`config.mk`:
```
export PLATFORM = sky130hd
export DESIGN_NAME = pc_fetch_unit
export DESIGN_NICKNAME = d
export VERILOG_FILES = /design/src/rtl/pc_fetch_unit.sv
export SDC_FILE = /design/constraint.sdc
export NUM_CORES = 1
export LEC_CHECK = 0
export BUFFER_PORTS_ARGS = -buffer_cell sky130_fd_sc_hd__buf_2
export CORE_ASPECT_RATIO = 1.2
export CORE_MARGIN = 4
export CORE_UTILIZATION = 49
export DETAILED_ROUTE_END_ITERATION = 6
export GPL_ROUTABILITY_DRIVEN = 0
export HOLD_SLACK_MARGIN = 0.08
export MAX_ROUTING_LAYER = met4
export PLACE_DENSITY = 0.8
export SYNTH_ARGS = -nofsm -noshare
export SYNTH_HDL_FRONTEND = slang
export SYNTH_SLANG_ARGS = --single-unit
```
`constraint.sdc`:
```
create_clock -name clk -period 2.7 [get_ports clk]
set_input_delay 0 -clock clk [delete_from_list [all_inputs] [get_ports clk]]
set_output_delay 0 -clock clk [all_outputs]
set_load 0.1 [all_outputs]
```
`src/rtl/pc_fetch_unit.sv`:
```
// Program counter and fetch sequencer: owns the PC, runs the imem request/ready
// handshake, selects the next PC and traps on misaligned targets.
module pc_fetch_unit #(
  parameter int                WIDTH    = 32,
  parameter logic [WIDTH-1:0]  RESET_PC = '0
) (
  input  logic             clk,
  input  logic             reset,
  output logic [WIDTH-1:0] pc,
  input  logic [WIDTH-1:0] pc_plus4,
  input  logic [WIDTH-1:0] pc_target,
  input  logic [1:0]       pc_src,
  input  logic             stall,
  output logic             imem_req,
  input  logic             imem_ready,
  output logic             instr_valid,
  output logic             misalign_err,
  output logic [WIDTH-1:0] fetch_count
);

  typedef enum logic [1:0] {BOOT, FETCH, HOLD, TRAP} state_t;

  state_t           state_reg, state_next;
  logic [WIDTH-1:0] pc_reg, pc_next;
  logic [WIDTH-1:0] count_reg, count_next;
  logic             valid_reg, valid_next;
  logic             err_reg, err_next;

  logic [WIDTH-1:0] sel_pc;
  logic             misaligned;
  logic             fetch_done;

  // jalr clears bit 0 only; bit 1 may still be set and is caught as misaligned.
  always_comb begin
    sel_pc = pc_reg;
    case (pc_src)
      2'b00:   sel_pc = pc_plus4;
      2'b01:   sel_pc = pc_target;
      2'b10:   sel_pc = {pc_target[WIDTH-1:1], 1'b0};
      default: sel_pc = pc_reg;
    endcase
  end

  assign misaligned = |sel_pc[1:0];
  assign imem_req   = (state_reg == FETCH);
  assign fetch_done = imem_req & imem_ready;

  always_ff @(posedge clk or posedge reset) begin
    if (reset) begin
      state_reg <= BOOT;
      pc_reg    <= RESET_PC;
      count_reg <= '0;
      valid_reg <= 1'b0;
      err_reg   <= 1'b0;
    end else begin
      state_reg <= state_next;
      pc_reg    <= pc_next;
      count_reg <= count_next;
      valid_reg <= valid_next;
      err_reg   <= err_next;
    end
  end

  always_comb begin
    state_next = state_reg;
    pc_next    = pc_reg;
    count_next = count_reg;
    valid_next = 1'b0;
    err_next   = err_reg;
    case (state_reg)
      BOOT: state_next = FETCH;
      FETCH: begin
        if (fetch_done) begin
          count_next = count_reg + WIDTH'(1);
          valid_next = 1'b1;
          // A stall defers the PC decision to HOLD, even for a bad target.
          if (stall) begin
            state_next = HOLD;
          end else if (misaligned) begin
            err_next   = 1'b1;
            state_next = TRAP;
          end else begin
            pc_next = sel_pc;
          end
        end
      end
      HOLD: begin
        if (!stall) begin
          if (misaligned) begin
            err_next   = 1'b1;
            state_next = TRAP;
          end else begin
            pc_next    = sel_pc;
            state_next = FETCH;
          end
        end
      end
      default: err_next = 1'b1;
    endcase
  end

  assign pc           = pc_reg;
  assign fetch_count  = count_reg;
  assign instr_valid  = valid_reg;
  assign misalign_err = err_reg;

endmodule

```
# ---- Yosys cells after proc, flatten, opt, wreduce, memory -nomap -nowiden
# Cells that the tools add are included.
dict set report totals {
  register_bits 68
  input_bits 70
  out_inout_bits 67
  wordCells 41
}
dict set report classes {
  add_sub_neg 1
  n_eq_ne 7
  n_mux 17
  bitwise_logic 2
  n_reduce_logical 9
}
# op n
set ops {}
lappend ops {{32-bit 2-to-1 mux} 3}
lappend ops {{32-bit case mux with 3 select lines} 1}
lappend ops {{32-bit case mux with 2 select lines} 1}
lappend ops {{32-bit by 1-bit adder with 32-bit output, second input constant} 1}
lappend ops {{2-bit 2-to-1 mux} 5}
lappend ops {{2-bit case mux with 3 select lines} 1}
lappend ops {{2-bit AND reduction} 3}
lappend ops {{1-bit 2-to-1 mux} 5}
lappend ops {{2-bit by 1-bit equality test with 1-bit output, second input constant} 2}
lappend ops {{2-bit equality test, second input constant} 2}
lappend ops {{2-bit zero test} 2}
lappend ops {{4-bit AND reduction} 1}
lappend ops {{3-bit by 2-bit inequality test with 1-bit output, second input constant} 1}
lappend ops {{1-bit case mux with 3 select lines} 1}
lappend ops {{3-bit nonzero test} 1}
lappend ops {{2-bit by 1-bit inequality test with 1-bit output, second input constant} 1}
lappend ops {{2-bit inequality test, second input constant} 1}
lappend ops {{2-bit nonzero test} 1}
lappend ops {{2-bit OR reduction} 1}
lappend ops {{1-bit AND} 1}
lappend ops {{1-bit NOT} 1}

# ---- Depth between registers and ports, before layout
dict set report depth {
  depth_word 7
  depth_mapped 8
  depth_no_buf 7
}

# ---- Worst setup path after synthesis
# OpenSTA, ideal clock, no wires.
dict set report synth_path {
  path_type {register to register}
  from {reg state_reg[1]}
  to {reg count_reg[25] (netlist: fetch_count[25])}
  setup_ps 156
  arrival_ps 2629
  required_ps 2544
  setup_slack_ps -85
  stages_incl_launch_ff 9
  n_path_buf 1
  period_less_slack_ps 2785
  cell_sequence {dfrtp_1 inv_1 ha_1 nand4_2 nor4_4 and3_1 buf_6 nand4_4 xnor2_2}
}
dict set report synth_between {
  elab_chain_len 3
}
# element line
set synth_lines {}
lappend synth_lines {{start, declared} 23} ;# state_t state_reg, state_next;
lappend synth_lines {{start signal, assigned} 56} ;# state_reg <= state_next;
lappend synth_lines {{2-bit by 1-bit equality test with 1-bit output *} 45} ;# assign imem_req = (state_reg == FETCH);
lappend synth_lines {{net imem_req} 14} ;# output logic imem_req,
lappend synth_lines {{1-bit AND} 46} ;# assign fetch_done = imem_req & imem_ready;
lappend synth_lines {{2-bit AND reduction (no source line) *} -}
lappend synth_lines {{end signal, assigned} 58} ;# count_reg <= count_next;
lappend synth_lines {{end, declared} 25} ;# logic [WIDTH-1:0] count_reg, count_next;
# The timed path passes the listed nets; every way through them passes the cells marked *.
# A chain may end at the register's enable or synchronous reset.

# ---- Worst setup path after layout
dict set report layout_path {
  from {reg state_reg[1]}
  to {reg count_reg[30] (netlist: fetch_count[30])}
}
dict set report layout_between {
  elab_chain_len 3
}
# element line
set layout_lines {}
lappend layout_lines {{2-bit by 1-bit equality test with 1-bit output *} {45, 70}}
lappend layout_lines {{1-bit AND} 46}
lappend layout_lines {{2-bit AND reduction (no source line) *} -}
# Mark *: on every way between the ends. The rest lies on a longest branch, timed or not.

==> summary.md <==
| Metric | Value |
|---|---|
| Status | `completed` |
| Largest net degree at the start of global routing | `between 60 and 70` |
| GRT Overall Usage | `0.224` |
| Layout area overhead | `37.3%` |
| Synth Net Count | `between 400 and 500` |
| Worst path cell trace | `inv_1 -> ha_2 -> nand4_1 -> nor4_1 -> and3_1 -> nand3_1 -> xnor2_1` |
| Final setup violating endpoints | `0` |
| Hold_sp | `pc_plus4[25]` |
| Share of layout cells above drive strength 1 | `0.328` |
| Vias/cell | `~5.3` |
| CTS root buffer | `clkbuf_8` |
| Syn avg cell area | `approximately 9.8 µm²` |
| Yosys warning count | `0` |
| Seq/Total Area, Yosys | `0.488` |
| Period minus WS final | `around 2.1 ns` |
| Htree depth | `3` |
| Simple-Gate Fraction of Synth Area | `0.177` |
| Clk slew on worst S/H paths | `~0.080 ns` |
| Max-slew violation count | `0` |
| P_leak | `approximately 0.0025 µW` |
| DPL Wire Length | `about 6.3 mm` |
| Number of cell rows | `33` |
| TritonRoute pass-1 iters | `4` |
| Starting Density | `0.505` |
| Crit-path max FO | `8` |
| Die ar. | `8530 µm²` |
| Synth Register Bits | `slightly below 70` |
| Highest routed layer | `met4` |
| # resized after CTS | `0` |
| Slowest stage delay, CP | `between 0.4 and 0.5 ns` |
| Fin. Hold Viols | `0` |
| Most common cell after layout, fill and taps aside | `buf_2` |
| Wire length on met1 | `about 3.4 mm` |
| Final nets | `598` |
| Adder-cell share of the synthesized area | `0.0180` |
| Max Cap Viol | `0` |
| Inserted Diodes | `0` |
| PwrDens | `between 1000 and 1500 nW/µm²` |
| Largest family of logic cells by synthesized area | `simple AND/OR/NAND/NOR gates` |
| Post-synthesis mux area share | `0.0959` |
| Commonest non-fill, non-tap cells in the layout | `buf_2, dfrtp_1, nor2_1` |
| Synth async-reset ratio | `1.00` |
| Buf+Inv Stages, Crit Path | `1` |
| Worst-case hold slack | `about 0.096 ns` |
| Synth area leader | `dfrtp_1` |
| Slew margin rel. | `0.592` |
| Post-synth cell types | `34` |
| Reg-to-Reg Start | `state_reg[1]$_DFFE_PP0P_` |
| Layout Utilization | `0.694` |
| Die H | `100 µm` |
| GRT overflow | `0` |
| Startpoint Class | `flip-flop` |
| Sink Count | `68` |
| Worst slew pin tran | `roughly 0.61 ns` |
| XOR/XNOR Fraction of Synth Area | `0.0801` |
| FMAX | `between 400 and 500 MHz` |
| Post-Syn Instances | `357` |
| CP arrival | `2.36 ns` |
| TritonCTS clock tree | `done` |
| Vias in the first global route | `~3300` |
| WL/cell | `~15 µm` |
| Req. time, crit path | `between 2 and 3 ns` |
| Met2 WL post-DR | `between 4 and 5 mm` |
| Top cells by area, synth | `dfrtp_1, a21oi_1, mux2i_1, nor2_1, xnor2_1` |
| # DRC | `0` |
| Yosys top cell area share | `0.488` |
| Initial antenna violation count | `0` |
| EDFF count, synth | `0` |
| Slowest CP cell | `nor4_1` |
| Kind of critical path | `flip-flop to flip-flop` |
| Mapped cell area | `about 3500 µm²` |
| CP delay by family, top | `simple AND/OR/NAND/NOR gates` |
| Die X | `85.0 µm` |
| Hold WC Path Type | `input pin to flip-flop` |
| Clk Latency, worst-skew pair | `around 0.33 ns` |
| # fillers | `557` |
| Period utilization | `0.794` |
| Setup TNS | `0 ns` |
| Via count | `about 3200` |
| VDD IR-drop max | `0.000956 V` |
| Total CTS buffers | `9` |
| Unrepaired setup endpoints after global routing | `no` |
| PortBufs | `136` |
| Worst Setup SP | `state_reg[1]$_DFFE_PP0P_` |
| Core Footprint | `between 6000 and 7000 µm²` |
| Crit. End Element | `flip-flop` |
| Met3 Wirelength | `~440 µm` |
| First-pass GRT wire length | `between 10 and 15 mm` |
| Clk buf depth | `2` |
| Final WL | `9.17 mm` |
| I/O pin cnt | `around 140` |
| Synth Area in Compound Gates | `0.105` |
| Clock Skews | `around 0.0079 ns` |
| Register-to-register setup slack | `around 0.56 ns` |
| Post-route ant nets | `0` |
| Iter 0 DRT Violations | `around 140` |
| Top_reg_cell synth | `dfrtp_1` |
## routing by layer
metal | GRT usage | up-vias
li1 | - | 1557
met5 | - | -
met4 | 0.118 | 0
met3 | 0.0328 | 29
met2 | 0.403 | 128
met1 | 0.235 | 1519
## path summary, 6_finish.rpt
path | end | cells past startpoint
setup / recovery | fetch_count[30]$_DFFE_PP0P_ | 7
hold / removal | pc[25]$_DFFE_PP0P_ | 5
setup reg to reg | fetch_count[30]$_DFFE_PP0P_ | 7
hold reg to reg | misalign_err$_DFFE_PP0P_ | 1
max in group asynchronous | pc[2]$_DFFE_PP0P_ | 4
min in group asynchronous | fetch_count[7]$_DFFE_PP0P_ | 3
## report_power, final
group	internal, µW	switching, µW	leakage, µW	total [µW]
logic	575	2690	0.00151	3260
clock network	520	374	0.000102	894
registers	1310	199	0.000853	1510
total	2410	3260	0.00246	5670
## logic make-up after synthesis
logic type               count (synthesis)
flip-flops                              68
buffers and inverters                   27
AND/OR/NAND/NOR                        124
adder cells (fa/ha/maj)                  5
multiplexers                            33
XOR/XNOR                                31
AO/OA/AOI/OAI                           69
## metrics by stage
stage	setup slack, ns	std cells	cell area, µm²	total power (µW)
after global placement	0.637	564	4220	4680
after global routing	0.330	615	4780	5910
after detailed placement	0.504	564	4220	4750
after CTS	0.509	615	4780	5690
final	0.557	615	4780	5670
after floorplan	0.261	357	3490	4200
## repair_timing
item / 4_1_cts / 5_1_grt
hold buffers: 35 / 0
hold endpoints to repair: 54 / 0
setup buffers: 0 / 0
endpoints found under the setup margin: 0 / 0
## worst register-to-register path: stages, from the launching register on
cell	delay (ns)
dfrtp_1	0.41
inv_1	0.10
ha_2	0.26
nand4_1	0.13
nor4_1	0.44
and3_1	0.41
nand3_1	0.14
xnor2_1	0.15
## synthesized netlist by cell type, types with 2 or more instances
master / n
dfrtp_1: 68
clkbuf_1: 8
nand3_1: 12
and2_1: 7
a21oi_1: 63
nor4_1: 2
mux2_2: 3
xnor2_1: 24
buf_2: 10
xor2_1: 6
nand4_2: 3
nand2_1: 13
and3_1: 8
mux2i_1: 30
nand4_1: 5
ha_1: 5
nor2_1: 66
a31o_2: 2
inv_1: 7
## final cells by class
cell class | count | area (µm²) | area share
Inverter | 7 | 26.3 | 0.00549
Sequential cell | 68 | 1700 | 0.356
Multi-Input combinational cell | 262 | 1670 | 0.349
Clock inverter | 6 | 88.8 | 0.0186
Timing Repair Buffer | 175 | 1060 | 0.222
Clock buffer | 10 | 128 | 0.0267
Tap cell | 87 | 109 | 0.0228
No activity file was read; power rests on OpenSTA's default activity.
